<file path="src/rtl/cfg_bus_pkg.sv">
// Shared definitions for the per-neuron serial configuration bus.
// Used by the bus master and by the neuron-side receivers.
package cfg_bus_pkg;

    typedef logic [2:0] cfg_state_t;

    localparam cfg_state_t StIdle       = 3'd0;
    localparam cfg_state_t StShiftHdr   = 3'd1;
    localparam cfg_state_t StShiftWdata = 3'd2;
    localparam cfg_state_t StShiftRdata = 3'd3;
    localparam cfg_state_t StWaitAck    = 3'd4;
    localparam cfg_state_t StDone       = 3'd5;

    localparam logic RnwRead  = 1'b1;
    localparam logic RnwWrite = 1'b0;

    // Header is the RNW bit followed by the register address.
    function automatic int unsigned hdr_len(input int unsigned addr_width);
        return 1 + addr_width;
    endfunction

    function automatic int unsigned frame_len(input int unsigned addr_width,
                                              input int unsigned fp_width);
        return hdr_len(addr_width) + fp_width;
    endfunction

endpackage

</file>
<file path="src/rtl/cfg_serial_master_if.sv">
// Request/response handshake plus serial bus lines of the configuration master.
interface cfg_serial_master_if #(
    parameter int unsigned NumTargets = 9,
    parameter int unsigned FpWidth    = 8,
    parameter int unsigned AddrWidth  = 4
);
    localparam int unsigned TgtWidth = $clog2(NumTargets);

    logic                  req_valid;
    logic                  req_ready;
    logic                  req_rnw;
    logic [TgtWidth-1:0]   req_target;
    logic [AddrWidth-1:0]  req_addr;
    logic [FpWidth-1:0]    req_wdata;
    logic                  rsp_valid;
    logic [FpWidth-1:0]    rsp_rdata;
    logic                  rsp_error;
    logic                  busy;
    logic [NumTargets-1:0] csn;
    logic                  sin;
    logic [NumTargets-1:0] sout;
    logic [NumTargets-1:0] sack;

    modport master (
        input  req_valid, req_rnw, req_target, req_addr, req_wdata, sout, sack,
        output req_ready, rsp_valid, rsp_rdata, rsp_error, busy, csn, sin
    );

    modport slave (
        output req_valid, req_rnw, req_target, req_addr, req_wdata, sout, sack,
        input  req_ready, rsp_valid, rsp_rdata, rsp_error, busy, csn, sin
    );

endinterface

</file>
<file path="src/rtl/cfg_shift_reg.sv">
// Loadable PISO/SIPO shift register; shifts towards the MSB, serial out is the MSB.
module cfg_shift_reg #(
    parameter int unsigned Width    = 13,
    parameter int unsigned OutWidth = 8
) (
    input  logic                CLK,
    input  logic                RSTN,
    input  logic                load,
    input  logic [Width-1:0]    load_data,
    input  logic                shift_en,
    input  logic                ser_in,
    output logic                ser_out,
    output logic [OutWidth-1:0] par_out
);

    logic [Width-1:0] sr_q;

    always_ff @(posedge CLK or negedge RSTN) begin
        if (!RSTN) begin
            sr_q <= '0;
        end else if (load) begin
            sr_q <= load_data;
        end else if (shift_en) begin
            sr_q <= {sr_q[Width-2:0], ser_in};
        end
    end

    assign ser_out = sr_q[Width-1];
    // Only the most recently shifted-in bits carry read data.
    assign par_out = sr_q[OutWidth-1:0];

endmodule

</file>
<file path="src/rtl/cfg_serial_master.sv">
// Bit-serial configuration initiator: turns parallel register requests into
// CSN/SIN/SOUT/SACK frames towards one selected neuron.
module cfg_serial_master
    import cfg_bus_pkg::*;
#(
    parameter int unsigned NumTargets = 9,
    parameter int unsigned FpWidth    = 8,
    parameter int unsigned AddrWidth  = 4,
    parameter int unsigned AckTimeout = 255
) (
    input logic CLK,
    input logic RSTN,
    cfg_serial_master_if.master bus
);

    localparam int unsigned HdrLen    = hdr_len(AddrWidth);
    localparam int unsigned FrameLen  = frame_len(AddrWidth, FpWidth);
    localparam int unsigned TgtWidth  = $clog2(NumTargets);
    localparam int unsigned CntWidth  = $clog2(FrameLen);
    localparam int unsigned WaitWidth = $clog2(AckTimeout + 1);

    localparam logic [TgtWidth:0]    NumTgtLimit = (TgtWidth + 1)'(NumTargets);
    localparam logic [CntWidth-1:0]  HdrLast     = CntWidth'(HdrLen - 1);
    localparam logic [CntWidth-1:0]  DataLast    = CntWidth'(FpWidth - 1);
    localparam logic [WaitWidth-1:0] WaitLast    = WaitWidth'(AckTimeout);

    cfg_state_t           state_q, state_d;
    logic [TgtWidth-1:0]  tgt_q, tgt_d;
    logic                 rnw_q, rnw_d;
    logic                 err_q, err_d;
    logic [CntWidth-1:0]  bit_cnt_q, bit_cnt_d;
    logic [WaitWidth-1:0] wait_cnt_q, wait_cnt_d;

    logic                  tgt_ok;
    logic                  frame_active;
    logic [NumTargets-1:0] sel;
    logic                  sel_sout;
    logic                  sel_sack;
    logic                  sr_load;
    logic                  sr_shift;
    logic                  sr_ser_out;
    logic [FpWidth-1:0]    sr_par;

    assign tgt_ok = ({1'b0, bus.req_target} < NumTgtLimit);

    assign frame_active = (state_q == StShiftHdr) || (state_q == StShiftWdata) ||
                          (state_q == StShiftRdata) || (state_q == StWaitAck);

    // One-hot select of the addressed neuron; an out-of-range index selects none.
    always_comb begin
        sel = '0;
        if (frame_active) begin
            for (int i = 0; i < NumTargets; i++) begin
                if (tgt_q == TgtWidth'(i)) begin
                    sel[i] = 1'b1;
                end
            end
        end
    end

    assign sel_sout = |(bus.sout & sel);
    assign sel_sack = |(bus.sack & sel);

    assign sr_load  = (state_q == StIdle) && bus.req_valid && tgt_ok;
    assign sr_shift = (state_q == StShiftHdr) || (state_q == StShiftWdata) ||
                      (state_q == StShiftRdata);

    cfg_shift_reg #(
        .Width    (FrameLen),
        .OutWidth (FpWidth)
    ) u_shift_reg (
        .CLK       (CLK),
        .RSTN      (RSTN),
        .load      (sr_load),
        .load_data ({bus.req_rnw, bus.req_addr, bus.req_wdata}),
        .shift_en  (sr_shift),
        .ser_in    (sel_sout),
        .ser_out   (sr_ser_out),
        .par_out   (sr_par)
    );

    always_comb begin
        state_d    = state_q;
        tgt_d      = tgt_q;
        rnw_d      = rnw_q;
        err_d      = err_q;
        bit_cnt_d  = bit_cnt_q;
        wait_cnt_d = wait_cnt_q;
        case (state_q)
            StIdle: begin
                if (bus.req_valid) begin
                    tgt_d     = bus.req_target;
                    rnw_d     = bus.req_rnw;
                    bit_cnt_d = '0;
                    err_d     = !tgt_ok;
                    state_d   = tgt_ok ? StShiftHdr : StDone;
                end
            end
            StShiftHdr: begin
                if (bit_cnt_q == HdrLast) begin
                    bit_cnt_d = '0;
                    state_d   = (rnw_q == RnwRead) ? StShiftRdata : StShiftWdata;
                end else begin
                    bit_cnt_d = bit_cnt_q + 1'b1;
                end
            end
            StShiftWdata, StShiftRdata: begin
                if (bit_cnt_q == DataLast) begin
                    bit_cnt_d  = '0;
                    wait_cnt_d = WaitWidth'(1);
                    state_d    = StWaitAck;
                end else begin
                    bit_cnt_d = bit_cnt_q + 1'b1;
                end
            end
            StWaitAck: begin
                if (sel_sack) begin
                    state_d = StDone;
                end else if (wait_cnt_q == WaitLast) begin
                    err_d   = 1'b1;
                    state_d = StDone;
                end else begin
                    wait_cnt_d = wait_cnt_q + 1'b1;
                end
            end
            StDone: begin
                state_d = StIdle;
            end
            default: begin
                state_d = StIdle;
            end
        endcase
    end

    always_ff @(posedge CLK or negedge RSTN) begin
        if (!RSTN) begin
            state_q    <= StIdle;
            tgt_q      <= '0;
            rnw_q      <= RnwWrite;
            err_q      <= 1'b0;
            bit_cnt_q  <= '0;
            wait_cnt_q <= '0;
        end else begin
            state_q    <= state_d;
            tgt_q      <= tgt_d;
            rnw_q      <= rnw_d;
            err_q      <= err_d;
            bit_cnt_q  <= bit_cnt_d;
            wait_cnt_q <= wait_cnt_d;
        end
    end

    // Header bits go out for both directions; data bits only for writes.
    assign bus.sin = ((state_q == StShiftHdr) || (state_q == StShiftWdata)) ? sr_ser_out : 1'b0;
    assign bus.csn = ~sel;

    assign bus.req_ready = (state_q == StIdle);
    assign bus.busy      = (state_q != StIdle);
    assign bus.rsp_valid = (state_q == StDone);
    assign bus.rsp_error = (state_q == StDone) && err_q;
    assign bus.rsp_rdata = ((state_q == StDone) && (rnw_q == RnwRead) && !err_q) ? sr_par : '0;

endmodule

</file>
<file path="src/flat_wrapper.sv">
// flat-port wrapper written by rule: the top's interface ports become plain ports
module cfg_serial_master_flat import cfg_bus_pkg::*;
#(
    parameter int unsigned NumTargets = 9,
    parameter int unsigned FpWidth    = 8,
    parameter int unsigned AddrWidth  = 4,
    parameter int unsigned AckTimeout = 255
)
  (CLK, RSTN, bus_req_valid, bus_req_rnw, bus_req_target, bus_req_addr, bus_req_wdata, bus_sout, bus_sack, bus_req_ready, bus_rsp_valid, bus_rsp_rdata, bus_rsp_error, bus_busy, bus_csn, bus_sin);
  cfg_serial_master_if #(.NumTargets(NumTargets), .FpWidth(FpWidth), .AddrWidth(AddrWidth)) bus_i ();
  input logic CLK;
  input logic RSTN;
  input wire logic [$bits(bus_i.req_valid)-1:0] bus_req_valid;
  input wire logic [$bits(bus_i.req_rnw)-1:0] bus_req_rnw;
  input wire logic [$bits(bus_i.req_target)-1:0] bus_req_target;
  input wire logic [$bits(bus_i.req_addr)-1:0] bus_req_addr;
  input wire logic [$bits(bus_i.req_wdata)-1:0] bus_req_wdata;
  input wire logic [$bits(bus_i.sout)-1:0] bus_sout;
  input wire logic [$bits(bus_i.sack)-1:0] bus_sack;
  output wire logic [$bits(bus_i.req_ready)-1:0] bus_req_ready;
  output wire logic [$bits(bus_i.rsp_valid)-1:0] bus_rsp_valid;
  output wire logic [$bits(bus_i.rsp_rdata)-1:0] bus_rsp_rdata;
  output wire logic [$bits(bus_i.rsp_error)-1:0] bus_rsp_error;
  output wire logic [$bits(bus_i.busy)-1:0] bus_busy;
  output wire logic [$bits(bus_i.csn)-1:0] bus_csn;
  output wire logic [$bits(bus_i.sin)-1:0] bus_sin;
  assign bus_i.req_valid = bus_req_valid;
  assign bus_i.req_rnw = bus_req_rnw;
  assign bus_i.req_target = bus_req_target;
  assign bus_i.req_addr = bus_req_addr;
  assign bus_i.req_wdata = bus_req_wdata;
  assign bus_i.sout = bus_sout;
  assign bus_i.sack = bus_sack;
  assign bus_req_ready = bus_i.req_ready;
  assign bus_rsp_valid = bus_i.rsp_valid;
  assign bus_rsp_rdata = bus_i.rsp_rdata;
  assign bus_rsp_error = bus_i.rsp_error;
  assign bus_busy = bus_i.busy;
  assign bus_csn = bus_i.csn;
  assign bus_sin = bus_i.sin;
  cfg_serial_master #(.NumTargets(NumTargets), .FpWidth(FpWidth), .AddrWidth(AddrWidth), .AckTimeout(AckTimeout)) u_core (.CLK(CLK), .RSTN(RSTN), .bus(bus_i));
endmodule
</file>
<file path="config.mk">
export PLATFORM = sky130hd
export DESIGN_NAME = cfg_serial_master_flat
export DESIGN_NICKNAME = d
export VERILOG_FILES = /design/src/rtl/cfg_bus_pkg.sv /design/src/rtl/cfg_serial_master_if.sv /design/src/rtl/cfg_shift_reg.sv /design/src/rtl/cfg_serial_master.sv /design/src/flat_wrapper.sv
export SDC_FILE = /design/constraint.sdc
export NUM_CORES = 1
export LEC_CHECK = 0
export CORE_MARGIN = 3
export CORE_UTILIZATION = 49
export CTS_BUF_LIST = sky130_fd_sc_hd__clkbuf_2 sky130_fd_sc_hd__clkbuf_4 sky130_fd_sc_hd__clkbuf_8
export CTS_CLUSTER_DIAMETER = 100
export DETAILED_ROUTE_END_ITERATION = 16
export GPL_ROUTABILITY_DRIVEN = 0
export PLACE_DENSITY = 0.82
export REMOVE_ABC_BUFFERS = 1
export SYNTH_ARGS = -nofsm -noshare
export SYNTH_HDL_FRONTEND = slang
export SYNTH_SLANG_ARGS = --single-unit
</file>
<file path="constraint.sdc">
create_clock -name CLK -period 2 [get_ports CLK]
set_input_delay 0.4 -clock CLK [delete_from_list [all_inputs] [get_ports CLK]]
set_output_delay 0.4 -clock CLK [all_outputs]
set_load 0.05 [all_outputs]
</file>
---- Word level (Yosys, flattened, before mapping) ----
Cells that the tools add are included.
W data, S select, Z words.
storage, ports and cells
  bits in registers ....................... 34
  input port bits ......................... 38
  output and inout bits ................... 22
  logic and storage cells ................. 95
cells by class
  add/sub/neg operators ................... 2
  $lt $le $gt $ge ......................... 1
  equal/unequal tests ..................... 23
  muxes and demuxes ....................... 34
  bitwise gates (word level) .............. 3
  reductions and logical operators ........ 25
operators by type and width
  kind                   count
  $mux W8                4
  $mux W13               2
  $eq A4 B3 Y1 const B   6
  $and A9 B9 Y9          2
  $mux W3                6
  $reduce_or A9 Y1       2
  $pmux W8 S2            1
  $mux W1                14
  $mux W4                3
  $pmux W3 S4            1
  $pmux W4 S3            1
  $reduce_and A4 Y1      3
  $ne A2 B2 Y1 const B   5
  $mux W9                1
  $not A9 Y9             1
  $add A8 B1 Y8 const B  1
  $eq A4 B2 Y1 const B   2
  $eq A8 B8 Y1 const B   1
  $eq A3 B2 Y1 const B   2
  $eq A3 B3 Y1 const B   2
  $reduce_bool A2 Y1     3
  $reduce_bool A3 Y1     2
  $logic_and A1 B1 Y1    5
  $add A4 B1 Y4 const B  1
  other kinds (13)       17

---- Longest topological paths before layout ----
  depth in word-level cells ............... 9
  depth in mapped cells ................... 7
  mapped depth without buffers ............ 7

---- By module ----
Synthesis repeated with hierarchy kept, for this count alone.
unflattened totals
  cells, all modules ...................... 245
  area, all modules ....................... 2272.2 sq um
by module, submodules not included
  module             instances  cells each  area an instance (sq um)  seq. area each (sq um)
  cfg_serial_master  1          181         1601.5                    525.5
  cfg_shift_reg      1          64          670.6                     325.3

---- Worst setup path after synthesis ----
No wires, ideal clock.
  path kind ............................... reg2out
  start point ............................. register u_core.state_q[1]
  end point ............................... output bus_csn[8]
  data arrival time ....................... 1.960 ns
  required time ........................... 1.600 ns
  setup slack ............................. -0.360 ns
  cell stages (with the launch flop) ...... 7
  path buffers ............................ 1
  cell sequence ........................... dfrtp_1 -> buf_2 -> nor2_1 -> nand2_1 -> inv_1 -> nor2b_1 -> nand2_1
between the ends
  longest elaborated chain between the ends .. 6
  elaborated cells on any way between the ends .. 9
  classes of those cells .................. eq/ne (4); mux (1); bitwise (1); reduce/logical (3)
RTL lines
  element                                              line                      source
  from (decl)                                          cfg_serial_master.sv:27   cfg_state_t state_q, state_d;
  from (signal assigned)                               cfg_serial_master.sv:137  state_q <= StIdle;
  from (signal assigned)                               cfg_serial_master.sv:144  state_q <= state_d;
  $eq A3 B1 Y1 / $eq A3 B2 Y1 (equally long branches)  cfg_serial_master.sv:46   assign frame_active = (state_q == StShiftHdr) || (state_q == StShiftWdata) ||
  $logic_or A1 B1 Y1 (2 in a row)                      cfg_serial_master.sv:46
  $logic_or A1 B1 Y1 *                                 cfg_serial_master.sv:47   (state_q == StShiftRdata) || (state_q == StWaitAck);
  $mux W9 *                                            cfg_serial_master.sv:52   if (frame_active) begin
  $not A9 Y9 *                                         cfg_serial_master.sv:155  assign bus.csn = ~sel;
  to (decl)                                            flat_wrapper.sv:25        output wire logic [$bits(bus_i.csn)-1:0] bus_csn;
Every way passes the cells marked *; elsewhere a longest branch is shown, timed or not.

---- Worst setup path after layout ----
  start point ............................. register u_core.state_q[0]
  end point ............................... output bus_csn[7]
Same word-level chain as after synthesis.

==> results.txt <==
* Most frequent standard cell in the layout excluding fill and tap cells: clkdlybuf4s50_1
- After technology mapping, the gate count stands at 219.
- Critical Path AT: 1.68 ns
- The finished cells cover 3350 µm².
- Setup repair after global routing could not meet its margin everywhere.
- Portion of synthesized cell area occupied by the leading cell type: 0.408
- Number of detailed-routing iterations run before antenna repair: 5
- On the final layout, the worst clock skew is 0.00997 ns.
- Antenna violations before repair: 0
- Each instance of the synthesized netlist takes up on average 9.52 µm².
* Shortest clock period the worst path allows after layout: 2.08 ns
- The clock net in this run drives a total of 34 sinks.
- TritonCTS built the clock tree.
- Count of max-cap constraint violations: 0
- Summed over all cells, the static leakage comes to 1.46 nW.
* Setup violations, final: 14
- Final Max Slew Viols: 0
* Count of pins on the block boundary: 60
- For this design, the slowest cell found on the critical path is dfrtp_2.
* Die boundary width: 71.2 µm
- Number of placed instances, taps included: 339
- Overall die area: 5080 µm²
- Number of buffers added to fix hold violations after cts: 0
- Total half-perimeter wirelength after legalization and detailed placement: 4090 µm
- In the synthesized netlist the dominant register cell turns out to be dfrtp_1.
- CTS H-tree depth: 2
- DRC marker count from the first detailed-route iteration: 196
- For flop-to-flop paths, the worst setup slack is 0 ns.
- The worst setup path is launched from a flip-flop.
* Floorplan row count: 23
* Type of the worst min-delay path: flip-flop to flip-flop
* Violations in the final reports: setup timing
- Register bit total from synthesis: 34
* Critical path class: flip-flop to output port
- Post-route clock period utilization: 1.04
- CTS Buf Count: 5
- Fraction of layout instances using a drive strength above 1: 0.359
- The flow ran to the end, but the final reports show violations.
- Share of synthesized flip-flops with an asynchronous set or reset: 1.00
- Along the worst path, the maximum fanout reaches 5.
* Capturing point of the worst reg2reg path: u_core.state_q[0]
* Average via count per standard cell: 6.13
- In the global route stage, overall resource usage came out at 0.236.
- Maximum single-stage delay on the critical path: 0.47 ns
- Clock transition time at the flip-flop clock pins of the worst setup and hold paths: 0.07 ns
- Mapped cell area: 2090 µm²
- Grouping stages by cell kind, the critical path spends the most delay in flip-flops.
- Clock tree root driver cell: clkbuf_8
- In the final timing run, aggregate negative setup slack is -0.746 ns.
* Antenna-violating nets left: 0
- Syn. warnings: 0
- Final global-route overflow total: 0
- Entering global routing, the biggest net connects 35 pins.
* Critical-path cell list: o21ai_2 > nand2_2 > nor3b_2 > buf_4 > nand3_2 > buf_6
- The via count of the first global-routing pass is 2037.
- Dominant cells by area after synthesis: dfrtp_1 (41%), nand2_1 (7.6%), a22oi_1 (3.6%)
- Counting both buffers and inverters, the worst setup path holds a total of 2.
- Number of port buffers: 59
- Worst hold stages: 2
- For this run, the register share of the synthesized area comes to 0.408.
- Leading cell types in the layout, fill and taps excluded: clkdlybuf4s50_1 (37), nand2_1 (35), dfrtp_1 (31)
* Number of flops mapped to enable cells by yosys: 0
- The routed layout has 2201 vias.
- For the worst-skew pair, the clock arrives at the later sink with an insertion delay of 0.30 ns.
- The die is 71.2 µm tall.
* Largest area contributor in the netlist: dfrtp_1
- Netlist cell types: 51
- The final layout contains routed wiring with a total length of 7250 µm.
- For this design the ratio of total power to cell area is 1630 nW/µm².
* Peak supply drop: 1.23 mV
- Nature of the critical path endpoint: output port
* Post-Place Cell Area: 2940 µm²
- The first global-routing pass estimated 9430 µm of wire.
* Measured slew at the worst slew-check pin: 0.695 ns
- Dividing the detail-routed wire length by the instance count gives 20.2 µm.
- After floorplanning, the core was sized to cover 4060 µm².
- The count of endpoints failing hold in the final timing report was 0.
- Diodes inserted: 0
* Peak Freq: 480 MHz
- R2R depth: 6
- The final layout contains 349 nets.
- Data on the critical path is required at its endpoint by 1.60 ns.
- Number of buffers between clock root and the deepest sink: 2
- Initial core utilization: 0.514
- Worst-case headroom to the max-slew limit: 0.535
- The worst hold path begins at u_core.u_shift_reg.sr_q[10].
- Compared with the post-synthesis result, the final layout area differs by 60.8%.
- End point of the most critical hold path: u_core.u_shift_reg.sr_q[10]
* Number of DRC violations after detailed routing: 0
* Cell Count, Final, Fillers Out: 359
* Reg-to-reg startpoint: u_core.tgt_q[1]
- Final Worst Setup Slack: -0.0842 ns
## per-layer routing
metal / GRT usage / vias up / wire length (µm)
met5: 0 / - / 0
met4: 0.0772 / 0 / 215
met3: 0.0561 / 20 / 399
met2: 0.407 / 100 / 3920
met1: 0.291 / 1091 / 2710
li1: - / 990 / -
## flip-flops by register name, indices dropped and copies added (netlist names)
signal	cells
u_core.err_q	1
u_core.state_q	3
u_core.rnw_q	1
u_core.bit_cnt_q	4
u_core.tgt_q	4
u_core.u_shift_reg.sr_q	13
u_core.wait_cnt_q	8
## worst max-delay path by stage
stage               cells past startpoint  slack (ns)               from                    to
global route                            6       -0.15    u_core.tgt_q[0]     u_core.state_q[0]
CTS                                     7       -0.03  u_core.state_q[2]            bus_csn[7]
finish                                  6       -0.08  u_core.state_q[0]            bus_csn[7]
detailed placement                      6       -0.32        bus_sack[3]  u_core.wait_cnt_q[7]
global placement                        6       -0.27        bus_sack[1]  u_core.wait_cnt_q[7]
floorplan                               5       -0.48  u_core.state_q[1]            bus_csn[8]
## per-stage QoR
stage	power [mW]	setup slack (ns)	util	hold WS (ns)
after floorplan	2.97	-0.477	-	0.104
after global routing	5.77	-0.153	0.826	0.530
after detailed placement	4.10	-0.321	0.726	0.464
after global placement	4.02	-0.274	0.726	0.458
final	5.46	-0.0842	0.826	0.504
after CTS	4.91	-0.0250	0.782	0.481
## synth_stat cells, types with 2 or more instances
library cell / count
and3_1: 4
nor2_1: 7
mux2i_1: 6
o21ai_0: 8
buf_2: 3
buf_6: 3
or4_1: 2
a21o_1: 2
and2_1: 10
nand2b_1: 2
clkbuf_1: 4
nand4_1: 2
mux4_1: 2
dfrtp_1: 34
a31o_2: 2
ha_1: 3
a21oi_1: 3
a31oi_1: 2
nand3_1: 7
nand3b_1: 3
o31ai_1: 6
nor3_1: 5
a22o_1: 4
o211ai_1: 3
mux2_2: 6
a22oi_1: 10
or3b_2: 3
inv_1: 6
nor2b_1: 4
nand2_1: 42
## where the power goes
| part | switching, mW | internal, mW |
|---|---|---|
| registers | 0.365 | 1.02 |
| clock network | 0.261 | 0.348 |
| logic | 1.90 | 1.57 |
| total | 2.53 | 2.93 |
## timing repair
item                                    in CTS  in global routing
endpoints found under the setup margin      18                 25
gates resized for setup                     22                 30
pin swaps                                    1                 10
buffers inserted                             5                  6
cloned                                       0                  1
## cell type report
class,instances,area [µm²]
fill,203,704
timing repair buffer,93,1000
tap,50,62.6
sequential,34,855
clock buffer,8,110
inverter,6,22.5
multi-input combinational,168,1300
## cell families (layout without fill, tap and decap cells)
family / after synthesis / in the layout / share of synthesized area
AOI/OAI and AO/OA: 49 / 50 / 0.181
muxes: 14 / 14 / 0.0864
adders and majority gates: 3 / 3 / 0.0180
xor gates and xnor gates: 2 / 2 / 0.00840
DFF: 34 / 34 / 0.408
buffers and inverters: 18 / 107 / 0.0468
and+or+nand+nor: 99 / 99 / 0.251
## worst register-to-register path, delay by kind of cell (launching register included)
family                 cells  cell delay [ns]
buffers and inverters      1             0.15
AO/OA/AOI/OAI              3             1.06
AND/OR/NAND/NOR            2             0.25
flip-flops                 1             0.42
Note: power is estimated with default switching activity, not from simulation.
